## src/rtl/instruction_queue_if.sv

```systemverilog
// Fetch/decoder/flush signals of the instruction queue, bundled into one interface.
// The slave modport is the queue side; the master modport is the fetch/decoder/ROB side.
`ifndef IDWidth
`define IDWidth 32
`endif
`ifndef AddressWidth
`define AddressWidth 32
`endif

interface instruction_queue_if;
  logic                     if_instqueue_en_in;
  logic [`IDWidth-1:0]      if_instqueue_inst_in;
  logic [`AddressWidth-1:0] if_instqueue_pc_in;
  logic                     instqueue_if_full_out;
  logic                     instqueue_decoder_en_out;
  logic [`IDWidth-1:0]      instqueue_decoder_inst_out;
  logic [`AddressWidth-1:0] instqueue_decoder_pc_out;
  logic                     decoder_instqueue_rst_in;
  logic                     dispatcher_instqueue_stall_in;
  logic                     rob_instqueue_rst_in;

  modport slave (
    input  if_instqueue_en_in, if_instqueue_inst_in, if_instqueue_pc_in,
    input  decoder_instqueue_rst_in, dispatcher_instqueue_stall_in, rob_instqueue_rst_in,
    output instqueue_if_full_out, instqueue_decoder_en_out,
    output instqueue_decoder_inst_out, instqueue_decoder_pc_out
  );

  modport master (
    output if_instqueue_en_in, if_instqueue_inst_in, if_instqueue_pc_in,
    output decoder_instqueue_rst_in, dispatcher_instqueue_stall_in, rob_instqueue_rst_in,
    input  instqueue_if_full_out, instqueue_decoder_en_out,
    input  instqueue_decoder_inst_out, instqueue_decoder_pc_out
  );
endinterface

```

## src/rtl/instruction_queue.sv

```systemverilog
// Circular {inst, pc} FIFO between fetch and decode, flushed by JAL redirect or ROB mispredict.
// Optional INSTQUEUE_BYPASS_EN: an empty queue hands an incoming push straight to the decoder.
`ifndef IDWidth
`define IDWidth 32
`endif
`ifndef AddressWidth
`define AddressWidth 32
`endif

module instruction_queue #(
  parameter int DEPTH_LOG  = 4,
  parameter int FULL_SLACK = 1
) (
  input  logic                clk_in,
  input  logic                rst_in,
  input  logic                rdy_in,
  instruction_queue_if.slave  iq
);

  localparam int DEPTH = 1 << DEPTH_LOG;
  localparam logic [DEPTH_LOG:0] DEPTH_CNT  = (DEPTH_LOG + 1)'(DEPTH);
  localparam logic [DEPTH_LOG:0] FULL_LEVEL = (DEPTH_LOG + 1)'(DEPTH - FULL_SLACK);

  logic [DEPTH_LOG-1:0]     head_q, head_d;
  logic [DEPTH_LOG-1:0]     tail_q, tail_d;
  logic [DEPTH_LOG:0]       count_q, count_d;
  logic [`IDWidth-1:0]      inst_mem_q [DEPTH];
  logic [`AddressWidth-1:0] pc_mem_q   [DEPTH];

  logic push;
  logic bypass;
  logic en;
  logic deq;
  logic mem_we;

  // en must never look at the decoder flush: the decoder derives that flush from our outputs.
  always_comb begin
    push   = rdy_in && iq.if_instqueue_en_in && (count_q != DEPTH_CNT);
    bypass = 1'b0;
`ifdef INSTQUEUE_BYPASS_EN
    bypass = (count_q == '0) && push && !iq.dispatcher_instqueue_stall_in
             && !iq.rob_instqueue_rst_in;
`endif
    en = rst_in && rdy_in && !iq.dispatcher_instqueue_stall_in && !iq.rob_instqueue_rst_in
         && ((count_q != '0) || bypass);
  end

  assign iq.instqueue_decoder_en_out   = en;
  assign iq.instqueue_decoder_inst_out = !en ? '0 :
                                         bypass ? iq.if_instqueue_inst_in : inst_mem_q[head_q];
  assign iq.instqueue_decoder_pc_out   = !en ? '0 :
                                         bypass ? iq.if_instqueue_pc_in : pc_mem_q[head_q];
  assign iq.instqueue_if_full_out      = (count_q >= FULL_LEVEL);

  always_comb begin
    head_d  = head_q;
    tail_d  = tail_q;
    count_d = count_q;
    mem_we  = 1'b0;
    deq     = 1'b0;
    if (rdy_in) begin
      if (iq.rob_instqueue_rst_in || (iq.decoder_instqueue_rst_in && en)) begin
        head_d  = '0;
        tail_d  = '0;
        count_d = '0;
      end else begin
        // A bypassed entry is consumed on the wire and never occupies storage.
        mem_we = push && !bypass;
        deq    = en && !bypass;
        if (mem_we) tail_d = tail_q + DEPTH_LOG'(1);
        if (deq)    head_d = head_q + DEPTH_LOG'(1);
        if (mem_we && !deq)      count_d = count_q + (DEPTH_LOG + 1)'(1);
        else if (!mem_we && deq) count_d = count_q - (DEPTH_LOG + 1)'(1);
      end
    end
  end

  always_ff @(posedge clk_in or negedge rst_in) begin
    if (!rst_in) begin
      head_q  <= '0;
      tail_q  <= '0;
      count_q <= '0;
    end else begin
      head_q  <= head_d;
      tail_q  <= tail_d;
      count_q <= count_d;
    end
  end

  always_ff @(posedge clk_in) begin
    if (mem_we) begin
      inst_mem_q[tail_q] <= iq.if_instqueue_inst_in;
      pc_mem_q[tail_q]   <= iq.if_instqueue_pc_in;
    end
  end

endmodule

```

## src/flat_wrapper.sv

```systemverilog
// flat-port wrapper written by rule: the top's interface ports become plain ports
module instruction_queue_flat 
#(
  parameter int DEPTH_LOG  = 4,
  parameter int FULL_SLACK = 1
)
  (clk_in, rst_in, rdy_in, iq_if_instqueue_en_in, iq_if_instqueue_inst_in, iq_if_instqueue_pc_in, iq_decoder_instqueue_rst_in, iq_dispatcher_instqueue_stall_in, iq_rob_instqueue_rst_in, iq_instqueue_if_full_out, iq_instqueue_decoder_en_out, iq_instqueue_decoder_inst_out, iq_instqueue_decoder_pc_out);
  instruction_queue_if iq_i ();
  input  logic clk_in;
  input  logic rst_in;
  input  logic rdy_in;
  input wire logic [$bits(iq_i.if_instqueue_en_in)-1:0] iq_if_instqueue_en_in;
  input wire logic [$bits(iq_i.if_instqueue_inst_in)-1:0] iq_if_instqueue_inst_in;
  input wire logic [$bits(iq_i.if_instqueue_pc_in)-1:0] iq_if_instqueue_pc_in;
  input wire logic [$bits(iq_i.decoder_instqueue_rst_in)-1:0] iq_decoder_instqueue_rst_in;
  input wire logic [$bits(iq_i.dispatcher_instqueue_stall_in)-1:0] iq_dispatcher_instqueue_stall_in;
  input wire logic [$bits(iq_i.rob_instqueue_rst_in)-1:0] iq_rob_instqueue_rst_in;
  output wire logic [$bits(iq_i.instqueue_if_full_out)-1:0] iq_instqueue_if_full_out;
  output wire logic [$bits(iq_i.instqueue_decoder_en_out)-1:0] iq_instqueue_decoder_en_out;
  output wire logic [$bits(iq_i.instqueue_decoder_inst_out)-1:0] iq_instqueue_decoder_inst_out;
  output wire logic [$bits(iq_i.instqueue_decoder_pc_out)-1:0] iq_instqueue_decoder_pc_out;
  assign iq_i.if_instqueue_en_in = iq_if_instqueue_en_in;
  assign iq_i.if_instqueue_inst_in = iq_if_instqueue_inst_in;
  assign iq_i.if_instqueue_pc_in = iq_if_instqueue_pc_in;
  assign iq_i.decoder_instqueue_rst_in = iq_decoder_instqueue_rst_in;
  assign iq_i.dispatcher_instqueue_stall_in = iq_dispatcher_instqueue_stall_in;
  assign iq_i.rob_instqueue_rst_in = iq_rob_instqueue_rst_in;
  assign iq_instqueue_if_full_out = iq_i.instqueue_if_full_out;
  assign iq_instqueue_decoder_en_out = iq_i.instqueue_decoder_en_out;
  assign iq_instqueue_decoder_inst_out = iq_i.instqueue_decoder_inst_out;
  assign iq_instqueue_decoder_pc_out = iq_i.instqueue_decoder_pc_out;
  instruction_queue #(.DEPTH_LOG(DEPTH_LOG), .FULL_SLACK(FULL_SLACK)) u_core (.clk_in(clk_in), .rst_in(rst_in), .rdy_in(rdy_in), .iq(iq_i));
endmodule
```

## config.mk

```make
export PLATFORM = sky130hd
export DESIGN_NAME = instruction_queue_flat
export DESIGN_NICKNAME = d
export VERILOG_FILES = /design/src/rtl/instruction_queue_if.sv /design/src/rtl/instruction_queue.sv /design/src/flat_wrapper.sv
export SDC_FILE = /design/constraint.sdc
export NUM_CORES = 1
export LEC_CHECK = 0
export ABC_AREA = 1
export BUFFER_PORTS_ARGS = -buffer_cell sky130_fd_sc_hd__buf_2
export CAP_MARGIN = 20
export CORE_ASPECT_RATIO = 0.5
export CORE_UTILIZATION = 45
export DETAILED_ROUTE_END_ITERATION = 8
export HOLD_SLACK_MARGIN = 0.03
export REMOVE_ABC_BUFFERS = 1
export SLEW_MARGIN = 5
export SYNTH_ARGS = -nofsm -noshare
export SYNTH_HDL_FRONTEND = slang
export SYNTH_SLANG_ARGS = --single-unit
```

## constraint.sdc

```tcl
create_clock -name clk_in -period 5.96 [get_ports clk_in]
set_input_delay 1.192 -clock clk_in [delete_from_list [all_inputs] [get_ports clk_in]]
set_output_delay 1.192 -clock clk_in [all_outputs]
set_load 0.1 [all_outputs]
```

==> reports/results.md <==
| Quantity | This run |
|:---|:---|
| Outcome | completed |
| CTS tree | built |
| Gate Count Post-Synth | 4150 |
| Number of nets in the final layout | 4297 |
| Antenna violations before repair | 7 |
| Register area | 31100 sq um |
| Share of the yosys chip area belonging to registers | 70.5% |
| Max-cap check violation count | 0 |
| Maximum clock skew at final layout | 0.0289 ns |
| Peak supply drop | 191 uV |
| Crit. End Element | output port |
| Detail-routed via count per cell | 5.18 |
| Critical setup path kind | reg -> out |
| Hold bufs inserted after CTS | 0 |
| Die Outline Area | 99200 sq um |
| Horizontal extent of the die | 444 um |
| Max H-tree Level | 3 |
| Final routed DRC violation total | 0 |
| Worst hold path class | in -> async |
| Clock root buffer master | sky130_fd_sc_hd__clkbuf_16 |
| Max clock buf depth | 3 |
| Reg-to-Reg Start | u_core.count_q[1]$_DFFE_PN0P_ |
| Worst reg2reg endpoint | u_core.pc_mem_q[14][23]$_DFFE_PP_ |
| Arrival time at the worst endpoint | 3.99 ns |
| GRT Util Overall | 22.4% |
| Non-filler cells in the finished layout | 5609 |
| Cell count of the worst reg-to-reg path | 8 |
| Port Buffers | 136 |
| Remaining antenna violation count after routing | 0 |
| Gp weighted congestion | 0.768 |
| Global-route wire length before repair | 167000 um |
| Detailed Routing Iterations Pass 1 | 8 |
| Fill count | 8344 |
| Post-synthesis share of cell area spent on and, or, nand and nor gates | 21.3% |
| Area added between synthesis and finish | 11.2% |
| Number of cells after detailed placement | 5431 |
| Fraction of the mapped netlist area in compound gates | 0.750% |
| Post-synthesis instance area | 44100 sq um |
| Final hold violations | 0 |
| Portion of netlist area occupied by mux cells | 0% |
| Proportion of layout cells with a drive suffix above 1 | 7.92% |
| Tmin final | 5.18 ns |
| Smallest hold slack | 0.395 ns |
| FF-to-FF setup slack | 2.24 ns |
| Number of storage elements in the synthesis netlist | 1037 |
| Via count of the first global-routing pass | 27500 |
| Max Freq | 193 MHz |
| Gates resized, CTS repair | 0 |
| Worst setup margin | 0.776 ns |
| Number of placement rows | 80 |
| Total congestion overflow after global routing | 0 |
| Final setup violating endpoints | 0 |
| Data required time of the worst path | 4.77 ns |
| Average cell area after synthesis | 10.6 sq um |
| Maximum fanout encountered on the critical timing path | 117 |
| Largest family of logic cells by synthesized area | simple AND/OR/NAND/NOR gates |
| Area taken by multi-input logic gates | 10000 sq um |
| DRT iter0 DRCs | 2456 |
| Setup Fix Bufs, Post-CTS | 0 |
| Number of sinks handled by clock tree synthesis | 1037 |
| Area of the core region | 96200 sq um |
| Total power draw | 15500 uW |
| Count of pins on the block boundary | 137 |
| Slew margin rel. | 33.3% |
| Distinct cells, synth | 20 |
| Wire length per cell | 19.9 um |
| Setup Slack @ Placement | 1.36 ns |
| Worst-margin pin slew | 1.00 ns |
| Final wirelength | 112000 um |
| Vias | 29100 |
| Pin count of the biggest net entering global routing | 157 |
| Startpoint type of the worst setup path | register |
| Starting density of the core | 45.8% |
| Part of the cycle the worst path needs | 87.0% |
| Xor and xnor fraction of the mapped netlist area | 0.0994% |
| Clk_lat worst skew | 0.69 ns |
| Height of the die | 223 um |
| Count of final max-slew check failures | 0 |
| Yosys synthesis warning count | 0 |
| Static leakage | 0.0201 uW |
| Placed wire-length estimate after detailed placement | 51900 um |
| Pwr per Cell Area | 316 nW/um^2 |
| RSZ-0062 raised after global routing | no |
| Clk pin slew, worst setup/hold paths | 0.07 ns |
| Synth Area in Adders | 0.329% |
| Clock buffers created by TritonCTS | 94 |
-- state kept, by name (all words and copies together), names as in the netlist --
signal,flops
u_core.count_q,5
u_core.head_q,4
u_core.inst_mem_q,512
u_core.pc_mem_q,512
u_core.tail_q,4
-- per-layer routing --
layer	track usage [%]	part of all wire [%]
met4	6.53	2.4
met2	35.9	47
met3	3.33	6.8
met5	0	0.0090
met1	31.7	44
-- area by class of cell --
type	instances	share of cell area (%)
diodes	5	0.0256
flip-flops and latches	1037	63.5
clock inverters	57	0.741
repair buffers	191	2.80
well taps	1312	3.35
clock buffers	116	5.02
inverters	536	4.15
multi-input cells	2355	20.4
-- how the worst max path moves through the flow --
stage,from,to,slack [ns],cells after the start
2_1_floorplan,u_core.head_q[0]$_DFFE_PN0P_,iq_instqueue_decoder_inst_out[11],-17.11,6
3_3_place_gp,rst_in,iq_instqueue_decoder_inst_out[11],1.42,7
3_5_place_dp,rst_in,iq_instqueue_decoder_pc_out[15],1.36,7
4_1_cts,u_core.head_q[0]$_DFFE_PN0P_,iq_instqueue_decoder_inst_out[5],0.79,9
5_1_grt,u_core.head_q[0]$_DFFE_PN0P_,iq_instqueue_decoder_inst_out[23],0.65,9
6_report,u_core.head_q[0]$_DFFE_PN0P_,iq_instqueue_decoder_inst_out[5],0.78,9
-- Yosys cell counts --
library cell               count  area share (%)
sky130_fd_sc_hd__clkbuf_1     67            0.57
sky130_fd_sc_hd__nor2_1        4           0.034
sky130_fd_sc_hd__nand2_1    1588              14
sky130_fd_sc_hd__ha_1         10            0.28
sky130_fd_sc_hd__buf_1        18            0.15
sky130_fd_sc_hd__xor2_1        5           0.099
sky130_fd_sc_hd__a21oi_1      66            0.75
sky130_fd_sc_hd__buf_2       118             1.3
sky130_fd_sc_hd__nand4_1       6           0.085
sky130_fd_sc_hd__nand3b_1      1           0.017
sky130_fd_sc_hd__nor3_1       16            0.18
sky130_fd_sc_hd__nand2_2       1           0.014
sky130_fd_sc_hd__buf_4        19            0.32
sky130_fd_sc_hd__fa_1          1           0.045
sky130_fd_sc_hd__edfxtp_1   1024              70
sky130_fd_sc_hd__nand3_1     656             7.5
sky130_fd_sc_hd__or2_2         1           0.014
sky130_fd_sc_hd__inv_2         2           0.017
sky130_fd_sc_hd__dfrtp_1      13            0.74
sky130_fd_sc_hd__inv_1       534             4.5
-- per-stage QoR --
step                      util (%)  TNS [ns]  area, sq um
after floorplan                  -  -3224.37        43000
after global placement        48.0         0        46100
after detailed placement      48.0         0        46100
after CTS                     50.9         0        49000
after global routing          50.9         0        49000
final                         50.9         0        49000
-- cell families (layout without fill, tap and decap cells) --
group                    after synthesis  in the layout
other                                  0              5
buffers and inverters                758            900
adder cells (fa/ha/maj)               11             11
flip-flops                          1037           1037
XOR/XNOR                               5              5
AO/OA/AOI/OAI                         66             66
AND/OR/NAND/NOR                     2273           2273
-- layout by cell type (no fill, tap or decap) --
cell type / Yosys / routed
sky130_fd_sc_hd__inv_6: 0 / 5
sky130_fd_sc_hd__dfrtp_1: 13 / 9
sky130_fd_sc_hd__inv_8: 0 / 2
sky130_fd_sc_hd__buf_12: 0 / 22
sky130_fd_sc_hd__xor2_1: 5 / 5
sky130_fd_sc_hd__diode_2: 0 / 5
sky130_fd_sc_hd__clkbuf_16: 0 / 95
sky130_fd_sc_hd__fa_1: 1 / 1
sky130_fd_sc_hd__a21oi_1: 66 / 66
sky130_fd_sc_hd__inv_4: 0 / 1
sky130_fd_sc_hd__buf_2: 118 / 136
sky130_fd_sc_hd__dfrtp_4: 0 / 4
sky130_fd_sc_hd__clkinvlp_4: 0 / 1
sky130_fd_sc_hd__clkbuf_1: 67 / 21
sky130_fd_sc_hd__nand3b_1: 1 / 1
sky130_fd_sc_hd__nor2_1: 4 / 4
sky130_fd_sc_hd__clkinv_8: 0 / 2
sky130_fd_sc_hd__nor3_2: 0 / 16
sky130_fd_sc_hd__edfxtp_1: 1024 / 1024
sky130_fd_sc_hd__buf_4: 19 / 33
sky130_fd_sc_hd__clkinv_2: 0 / 17
sky130_fd_sc_hd__inv_1: 534 / 532
sky130_fd_sc_hd__nand4_1: 6 / 6
sky130_fd_sc_hd__nand3_1: 656 / 656
sky130_fd_sc_hd__nand2_1: 1588 / 1587
sky130_fd_sc_hd__nand2_2: 1 / 1
sky130_fd_sc_hd__nand2_4: 0 / 1
sky130_fd_sc_hd__ha_1: 10 / 10
sky130_fd_sc_hd__or2_2: 1 / 1
sky130_fd_sc_hd__clkinv_1: 0 / 30
sky130_fd_sc_hd__bufinv_16: 0 / 3
-- critical path: stages (launching register included) --
cell,delay (ns)
sky130_fd_sc_hd__dfrtp_4,0.77
sky130_fd_sc_hd__inv_8,0.66
sky130_fd_sc_hd__buf_12,0.42
sky130_fd_sc_hd__nand2_1,0.09
sky130_fd_sc_hd__nand2_1,0.07
sky130_fd_sc_hd__nand2_1,0.05
sky130_fd_sc_hd__nand3_1,0.07
sky130_fd_sc_hd__nand3_1,0.08
sky130_fd_sc_hd__a21oi_1,0.38
sky130_fd_sc_hd__buf_2,0.51
-- power by group --
group | internal, uW | leakage (uW) | switching [uW]
clock network | 3060 | 0.00138 | 2670
registers | 8110 | 0.00938 | 71.2
logic | 394 | 0.00934 | 1170
Power figures use the tool's default switching activity.
